$ cat src/rtl/ddr_bist_pkg.sv
// Shared types and constants for the DDR3 built-in self-test engine.
package ddr_bist_pkg;

  localparam int unsigned ERR_W = 16;

  // Galois taps for x^32 + x^22 + x^2 + x + 1 (right-shifting form)
  localparam logic [31:0] LFSR_POLY = 32'h8020_0003;

  typedef enum logic [1:0] {
    MODE_INCR  = 2'd0,
    MODE_LFSR  = 2'd1,
    MODE_WALK1 = 2'd2,
    MODE_ALT55 = 2'd3
  } mode_e;

  typedef enum logic [2:0] {
    ST_IDLE,
    ST_WAIT_CAL,
    ST_GAP_W,
    ST_WRITE,
    ST_GAP_R,
    ST_READ,
    ST_NEXT,
    ST_DONE
  } state_e;

  function automatic logic [31:0] lfsr_step(input logic [31:0] s);
    return s[0] ? ((s >> 1) ^ LFSR_POLY) : (s >> 1);
  endfunction

endpackage

$ cat src/rtl/ddr_test_pattern_gen.sv
// Registered beat generator; load presents beat 0 of a loop, advance steps to the next beat.
module ddr_test_pattern_gen
  import ddr_bist_pkg::*;
#(
  parameter int unsigned DATA_W       = 8,
  parameter logic [31:0] PATTERN_SEED = 32'hACE1_0001
) (
  input  logic              clk,
  input  logic              rst,
  input  mode_e             mode,
  input  logic [7:0]        loop_seed,
  input  logic              load,
  input  logic              advance,
  output logic [DATA_W-1:0] beat
);

  localparam int unsigned IDX_W = 16;

  logic [IDX_W-1:0] idx;
  logic [IDX_W-1:0] idx_nxt;
  logic [31:0]      lfsr;
  logic [31:0]      lfsr_nxt;
  logic [31:0]      seed0;
  logic [7:0]       loop_q;

  function automatic logic [DATA_W-1:0] pattern(input mode_e m, input logic [7:0] l,
                                                input logic [IDX_W-1:0] b, input logic [31:0] s);
    logic [63:0]       rep;
    logic [DATA_W-1:0] r;
    rep = {s, s};
    case (m)
      MODE_INCR:  r = DATA_W'(l) + DATA_W'(b);
      MODE_LFSR:  r = DATA_W'(rep);
      MODE_WALK1: r = DATA_W'(1) << (32'(b) % DATA_W);
      default:    r = b[0] ? {(DATA_W/8){8'hAA}} : {(DATA_W/8){8'h55}};
    endcase
    return r;
  endfunction

  assign seed0    = PATTERN_SEED ^ 32'(loop_seed);
  assign idx_nxt  = idx + IDX_W'(1);
  assign lfsr_nxt = lfsr_step(lfsr);

  always_ff @(posedge clk or posedge rst) begin
    if (rst) begin
      idx    <= '0;
      lfsr   <= '0;
      loop_q <= '0;
      beat   <= '0;
    end else if (load) begin
      idx    <= '0;
      lfsr   <= seed0;
      loop_q <= loop_seed;
      beat   <= pattern(mode, loop_seed, '0, seed0);
    end else if (advance) begin
      idx    <= idx_nxt;
      lfsr   <= lfsr_nxt;
      beat   <= pattern(mode, loop_q, idx_nxt, lfsr_nxt);
    end
  end

endmodule

$ cat src/rtl/axi_ddr_bist.sv
// DDR3 write/readback self-test: per loop writes one pattern burst to a region,
// reads it back and counts mismatching, extra and missing beats.
module axi_ddr_bist
  import ddr_bist_pkg::*;
#(
  parameter int unsigned       DATA_W        = 8,
  parameter int unsigned       ADDR_W        = 32,
  parameter int unsigned       BURST_LEN     = 256,
  parameter int unsigned       BEAT_BYTES    = 16,
  parameter logic [ADDR_W-1:0] BASE_ADDR     = ADDR_W'(32'h0100_0000),
  parameter logic [ADDR_W-1:0] REGION_STRIDE = ADDR_W'(32'h0001_0000),
  parameter int unsigned       NUM_REGIONS   = 4,
  parameter int unsigned       GAP_CYCLES    = 1000,
  parameter logic [31:0]       PATTERN_SEED  = 32'hACE1_0001
) (
  input  logic              clk,
  input  logic              rst,
  input  logic              init_calib_complete,
  input  logic              start,
  input  logic [1:0]        mode,
  input  logic [7:0]        num_loops,
  input  logic              stop,
  output logic              wr_begin,
  output logic              wr_data_valid,
  output logic [DATA_W-1:0] wr_data_in,
  output logic [ADDR_W-1:0] wr_addr_begin,
  output logic              rd_begin,
  output logic [ADDR_W-1:0] rd_addr_begin,
  output logic [ADDR_W-1:0] rd_addr_end,
  input  logic              rd_data_busy,
  input  logic [DATA_W-1:0] rd_data_out,
  input  logic              rd_valid_out,
  output logic              busy,
  output logic              done,
  output logic              pass,
  output logic [ERR_W-1:0]  err_cnt,
  output logic [7:0]        loop_cnt
);

  localparam int unsigned CNT_W = $clog2(BURST_LEN + 1);
  localparam int unsigned GAP_B = $clog2(GAP_CYCLES + 1);
  localparam int unsigned RX_W  = 16;
  localparam int unsigned SUM_W = ERR_W + 2;

  state_e            state;
  mode_e             mode_q;
  logic [7:0]        loops_q;
  logic              stop_q;
  logic [GAP_B-1:0]  gap_cnt;
  logic [CNT_W-1:0]  wcnt;
  logic [RX_W-1:0]   rx_cnt;
  logic              rd_busy_d1;
  logic              chk_v;
  logic              chk_extra;
  logic [DATA_W-1:0] chk_data;
  logic [DATA_W-1:0] chk_exp;
  logic [DATA_W-1:0] wgen_beat;
  logic [DATA_W-1:0] cgen_beat;

  logic              gap_done_c;
  logic              beat_c;
  logic              fall_c;
  logic              cal_lost_c;
  logic              wgen_load_c;
  logic              wgen_adv_c;
  logic              cgen_load_c;
  logic              cgen_adv_c;
  logic [ADDR_W-1:0] region_addr_c;
  logic [SUM_W-1:0]  rx_tot_c;
  logic [SUM_W-1:0]  miss_c;
  logic [SUM_W-1:0]  err_sum_c;
  logic [ERR_W-1:0]  err_next_c;

  assign gap_done_c    = (gap_cnt == GAP_B'(GAP_CYCLES - 1));
  assign beat_c        = (state == ST_READ) && rd_valid_out;
  assign fall_c        = (state == ST_READ) && rd_busy_d1 && !rd_data_busy;
  assign cal_lost_c    = !init_calib_complete &&
                         (state inside {ST_GAP_W, ST_WRITE, ST_GAP_R, ST_READ, ST_NEXT});
  assign wgen_load_c   = (state == ST_GAP_W) && gap_done_c;
  assign wgen_adv_c    = (state == ST_WRITE) && (wcnt < CNT_W'(BURST_LEN));
  assign cgen_load_c   = (state == ST_GAP_R) && gap_done_c;
  assign cgen_adv_c    = beat_c && (rx_cnt < RX_W'(BURST_LEN));
  assign region_addr_c = BASE_ADDR + ADDR_W'(32'(loop_cnt) % NUM_REGIONS) * REGION_STRIDE;

  // Error accumulation: pipelined compare, overrun beats and missing beats at busy fall
  always_comb begin
    rx_tot_c = SUM_W'(rx_cnt) + SUM_W'(beat_c);
    miss_c   = '0;
    if (fall_c && (rx_tot_c < SUM_W'(BURST_LEN)))
      miss_c = SUM_W'(BURST_LEN) - rx_tot_c;
    err_sum_c  = SUM_W'(err_cnt) + miss_c + SUM_W'(chk_v && (chk_data != chk_exp))
                 + SUM_W'(chk_extra);
    err_next_c = (err_sum_c > SUM_W'(16'hFFFF)) ? '1 : err_sum_c[ERR_W-1:0];
  end

  ddr_test_pattern_gen #(.DATA_W(DATA_W), .PATTERN_SEED(PATTERN_SEED)) u_wgen (
    .clk       (clk),
    .rst       (rst),
    .mode      (mode_q),
    .loop_seed (loop_cnt),
    .load      (wgen_load_c),
    .advance   (wgen_adv_c),
    .beat      (wgen_beat)
  );

  ddr_test_pattern_gen #(.DATA_W(DATA_W), .PATTERN_SEED(PATTERN_SEED)) u_cgen (
    .clk       (clk),
    .rst       (rst),
    .mode      (mode_q),
    .loop_seed (loop_cnt),
    .load      (cgen_load_c),
    .advance   (cgen_adv_c),
    .beat      (cgen_beat)
  );

  always_ff @(posedge clk or posedge rst) begin
    if (rst) begin
      state         <= ST_IDLE;
      mode_q        <= MODE_INCR;
      loops_q       <= '0;
      stop_q        <= 1'b0;
      gap_cnt       <= '0;
      wcnt          <= '0;
      rx_cnt        <= '0;
      rd_busy_d1    <= 1'b0;
      chk_v         <= 1'b0;
      chk_extra     <= 1'b0;
      chk_data      <= '0;
      chk_exp       <= '0;
      wr_begin      <= 1'b0;
      wr_data_valid <= 1'b0;
      wr_data_in    <= '0;
      wr_addr_begin <= '0;
      rd_begin      <= 1'b0;
      rd_addr_begin <= '0;
      rd_addr_end   <= '0;
      busy          <= 1'b0;
      done          <= 1'b0;
      pass          <= 1'b0;
      err_cnt       <= '0;
      loop_cnt      <= '0;
    end else begin
      wr_begin      <= 1'b0;
      rd_begin      <= 1'b0;
      wr_data_valid <= 1'b0;
      rd_busy_d1    <= rd_data_busy;
      chk_v         <= cgen_adv_c;
      chk_extra     <= beat_c && (rx_cnt >= RX_W'(BURST_LEN));
      chk_data      <= rd_data_out;
      chk_exp       <= cgen_beat;
      err_cnt       <= err_next_c;
      if (beat_c && (rx_cnt != '1))
        rx_cnt <= rx_cnt + RX_W'(1);
      // stop is honoured at the end of the loop even if it is released early
      if (stop && busy)
        stop_q <= 1'b1;

      if (cal_lost_c) begin
        state   <= ST_DONE;
        busy    <= 1'b0;
        done    <= 1'b1;
        pass    <= 1'b0;
        err_cnt <= (err_next_c == '0) ? ERR_W'(1) : err_next_c;
      end else begin
        unique case (state)
          ST_IDLE, ST_DONE: begin
            if (start) begin
              state    <= ST_WAIT_CAL;
              mode_q   <= mode_e'(mode);
              loops_q  <= num_loops;
              stop_q   <= 1'b0;
              err_cnt  <= '0;
              loop_cnt <= '0;
              done     <= 1'b0;
              pass     <= 1'b0;
              busy     <= 1'b1;
            end
          end
          ST_WAIT_CAL: begin
            if (init_calib_complete) begin
              state   <= ST_GAP_W;
              gap_cnt <= '0;
            end
          end
          ST_GAP_W: begin
            if (gap_done_c) begin
              state         <= ST_WRITE;
              wr_begin      <= 1'b1;
              wr_addr_begin <= region_addr_c;
              wcnt          <= '0;
            end else begin
              gap_cnt <= gap_cnt + GAP_B'(1);
            end
          end
          ST_WRITE: begin
            if (wcnt < CNT_W'(BURST_LEN)) begin
              wr_data_valid <= 1'b1;
              wr_data_in    <= wgen_beat;
              wcnt          <= wcnt + CNT_W'(1);
            end else begin
              state   <= ST_GAP_R;
              gap_cnt <= '0;
            end
          end
          ST_GAP_R: begin
            if (gap_done_c) begin
              state         <= ST_READ;
              rd_begin      <= 1'b1;
              rd_addr_begin <= region_addr_c;
              rd_addr_end   <= region_addr_c + ADDR_W'((BURST_LEN - 1) * BEAT_BYTES);
              rx_cnt        <= '0;
            end else begin
              gap_cnt <= gap_cnt + GAP_B'(1);
            end
          end
          ST_READ: begin
            if (fall_c)
              state <= ST_NEXT;
          end
          ST_NEXT: begin
            loop_cnt <= loop_cnt + 8'd1;
            if (((loops_q != 8'd0) && ((loop_cnt + 8'd1) == loops_q)) || stop || stop_q) begin
              state <= ST_DONE;
              busy  <= 1'b0;
              done  <= 1'b1;
              pass  <= (err_next_c == '0);
            end else begin
              state   <= ST_GAP_W;
              gap_cnt <= '0;
            end
          end
          default: state <= ST_IDLE;
        endcase
      end
    end
  end

endmodule

$ cat config.mk
export PLATFORM = sky130hd
export DESIGN_NAME = axi_ddr_bist
export DESIGN_NICKNAME = d
export VERILOG_FILES = /design/src/rtl/ddr_bist_pkg.sv /design/src/rtl/ddr_test_pattern_gen.sv /design/src/rtl/axi_ddr_bist.sv
export SDC_FILE = /design/constraint.sdc
export NUM_CORES = 1
export LEC_CHECK = 0
export ABC_AREA = 1
export CAP_MARGIN = 20
export CORE_ASPECT_RATIO = 2
export CORE_UTILIZATION = 45
export CTS_BUF_LIST = sky130_fd_sc_hd__clkbuf_4
export CTS_CLUSTER_SIZE = 25
export DETAILED_ROUTE_END_ITERATION = 7
export PLACE_DENSITY = 0.74
export SKIP_CTS_REPAIR_TIMING = 1
export SYNTH_ARGS = -nofsm -noshare
export SYNTH_HDL_FRONTEND = slang
export SYNTH_HIERARCHICAL = 1
export SYNTH_SLANG_ARGS = --single-unit
$ cat constraint.sdc
create_clock -name clk -period 7 [get_ports clk]
set_clock_uncertainty 0.1 [all_clocks]
set_input_delay 1.75 -clock clk [delete_from_list [all_inputs] [get_ports clk]]
set_output_delay 1.75 -clock clk [all_outputs]
set_load 0.05 [all_outputs]
==> flow_summary.toml <==
[run_status]
status = "completed"

[clock_network]
clk_pin_slew_ps = 80
cts.sinks = 224
cts_root_buf = "clkbuf_4"
cts_max_path_buffers = 3
htree_levels = 2
cts_made_buffers = 51
clk_latency_ps = 730
cts_tree = "built"

[yosys]
synthTopCellsByArea = "dfrtp_1, nand2_1, inv_1"
synth_ff_type = "dfrtp_1"
syn_area_per_cell_sq_um = 8.00
post-synth-top-area-fraction_pct = 40.6
async_reset_ff_share_pct = 100
synth_seq_area_share_pct = 40.6
syn_inst = 1725
yosysTopAreaCell = "dfrtp_1"
yosys_warnings = 6
netlist_area_sq_um = 13800
ys_ff_latch = 224
synth_edf_count = 0
ys_types = 52

[sta]
setup_viol_count_final = 0
finalHoldViolCount = 0
worst_pin_slew_ps = 856
maxSlewViolCount = 0
finalCritPeriodShare_pct = 84.5
rsz0062_at_grt = "false"
setup_ws_ps = 1090
fin_tns_setup_ps = 0
max_freq_ghz = 0.169
relSlewSlack_pct = 43.0
min_period_ps = 5910

[detailed_routing]
wl_per_cell_microns = 15.9
routed_wirelength_microns = 35500
ant_nets = 0
avgViaCountPerCell = 5.21
via_count = 11661
firstDrtPassIters = 4
drt_iter0_drc = 509
remaining_drc_errors = 0

[critical_path]
worstReg2RegStart = "state[1]$_DFFE_PP0P_"
critPathRequiredTime_ps = 7520
start_kind = "primary input"
critical_path_arrival_ps = 6430
cp_common_cell = "nand2_1"
critPathSlowestCell = "clkdlybuf4s50_1"
worst-path-buf-inv = 3
path_class = "in -> reg"
crit_cells = 32
worstRegToRegCells = 34
crit_start = "rd_valid_out"
crit_path_end_kind = "flip-flop"
slowest_delay_ps = 450
rrSetupSlack_ps = 1850
r2r_end = "err_cnt[0]$_DFF_PP0_"
cp_top_family = "simple AND/OR/NAND/NOR gates"
crit_end = "err_cnt[0]$_DFF_PP0_"
crit_fanout = 18

[placement]
place_congestion = 0.955
port_buffers = 79
pre_cts_slack_ps = 397
dp_hpwl_microns = 27500
dp_cells = 2145

[global_routing]
grt_max_degree = 58
grt_pass1_vias = 11764
antenna_found_initial = 1
overflow = 0
grt_use_total_pct = 22.9
grt_pass1_wl_microns = 56500

[cells_and_area]
final_cell_mix = "nand2_1, inv_1, dfrtp_1"
nNetsFinal = 1923
fillers = 2940
layout.cells.most_common = "nand2_1"
areaGrowthSynthToFinish_pct = 10.1
drive_above_1_share_pct = 9.67
fin_cells = 2240
final_util_pct = 50.3

[floorplan]
fp-row-count = 90
die_h_microns = 250
core_sq_um = 30200
ios = 159
initial_core_util_pct = 45.7
dieArea_sq_um = 31400
die_w_microns = 126

[power_and_ir_drop]
total_leakage_power_nw = 7.76
power.density_nw_per_um2 = 342
max-vdd-ir-drop_mv = 0.171
total_power_mw = 5.20

[flow_run]
cap_violations = 0

[min_path]
hold_class = "reg -> reg"
-- power breakdown --
| group | total, mW | switching, mW | internal [mW] |
|---|---|---|---|
| Clock | 1.04 | 0.511 | 0.526 |
| Combinational | 2.35 | 1.61 | 0.731 |
| Sequential | 1.82 | 0.262 | 1.56 |
-- cell families after synthesis --
logic type / share of synthesized area, %
flip-flops: 40.6
AO/OA/AOI/OAI: 11.0
other: 0.0272
buffers and inverters: 13.8
XOR/XNOR: 3.55
AND/OR/NAND/NOR: 24.6
adder cells (fa/ha/maj): 6.38
-- routing by layer --
metal	global-route usage [%]	part of all wire [%]	vias up	wire, microns
li1	-	-	5658	-
met1	20.8	34	5490	12200
met2	44.1	55	363	19400
met3	3.26	3.5	150	1250
met4	18.6	7.6	0	2690
met5	0	0	-	0
-- Yosys cell counts (all sizes together), types with 7 or more instances --
master and number:
nand4 26, nand2 409, ha 64, nand3 100, a21oi 69, dfrtp 224, xor2 44, xnor2 11
nand3b 10, o21ai 79, nor3 23, nor2 158, o22ai 48, inv 262, a31oi 7, o211ai 14
a22oi 14, buf 116, o221ai 8
-- flip-flops by register name, summed over array words and instances, names as in the netlist, 9 cells and up --
signal       count
gap_cnt         10
rx_cnt          16
wcnt             9
u_wgen/lfsr     32
u_cgen/lfsr     32
err_cnt         16
-- worst min path at each step --
stage	start	to	slack [ps]	cells after the start
finish	u_cgen/beat[3]$_DFFE_PP0P_	chk_exp[3]$_DFF_PP0_	280	0
global route	u_cgen/beat[3]$_DFFE_PP0P_	chk_exp[3]$_DFF_PP0_	280	0
CTS	u_cgen/beat[3]$_DFFE_PP0P_	chk_exp[3]$_DFF_PP0_	280	0
detailed placement	u_cgen/beat[7]$_DFFE_PP0P_	chk_exp[7]$_DFF_PP0_	260	0
global placement	u_cgen/beat[7]$_DFFE_PP0P_	chk_exp[7]$_DFF_PP0_	260	0
floorplan	u_cgen/beat[1]$_DFFE_PP0P_	chk_exp[1]$_DFF_PP0_	250	0
-- per-stage QoR --
| step | hold WS [ps] | cell area (sq um) |
|---|---|---|
| final | 280 | 15200 |
| after global routing | 279 | 15200 |
| after CTS | 282 | 15200 |
| after detailed placement | 259 | 14500 |
| after global placement | 259 | 14500 |
| after floorplan | 254 | 14100 |
-- area by class of cell --
| cell class | instances | area [sq um] | share of cell area [%] |
|---|---|---|---|
| inverter | 262 | 1010 | 6.64 |
| timing repair buffer | 86 | 843 | 5.55 |
| antenna | 1 | 2.50 | 0.0165 |
| tap | 368 | 460 | 3.03 |
| clock buffer | 74 | 556 | 3.66 |
| sequential | 224 | 5610 | 36.9 |
| clock inverter | 20 | 106 | 0.700 |
| multi-input combinational | 1205 | 6610 | 43.5 |
Note: power is estimated with default switching activity, not from simulation.
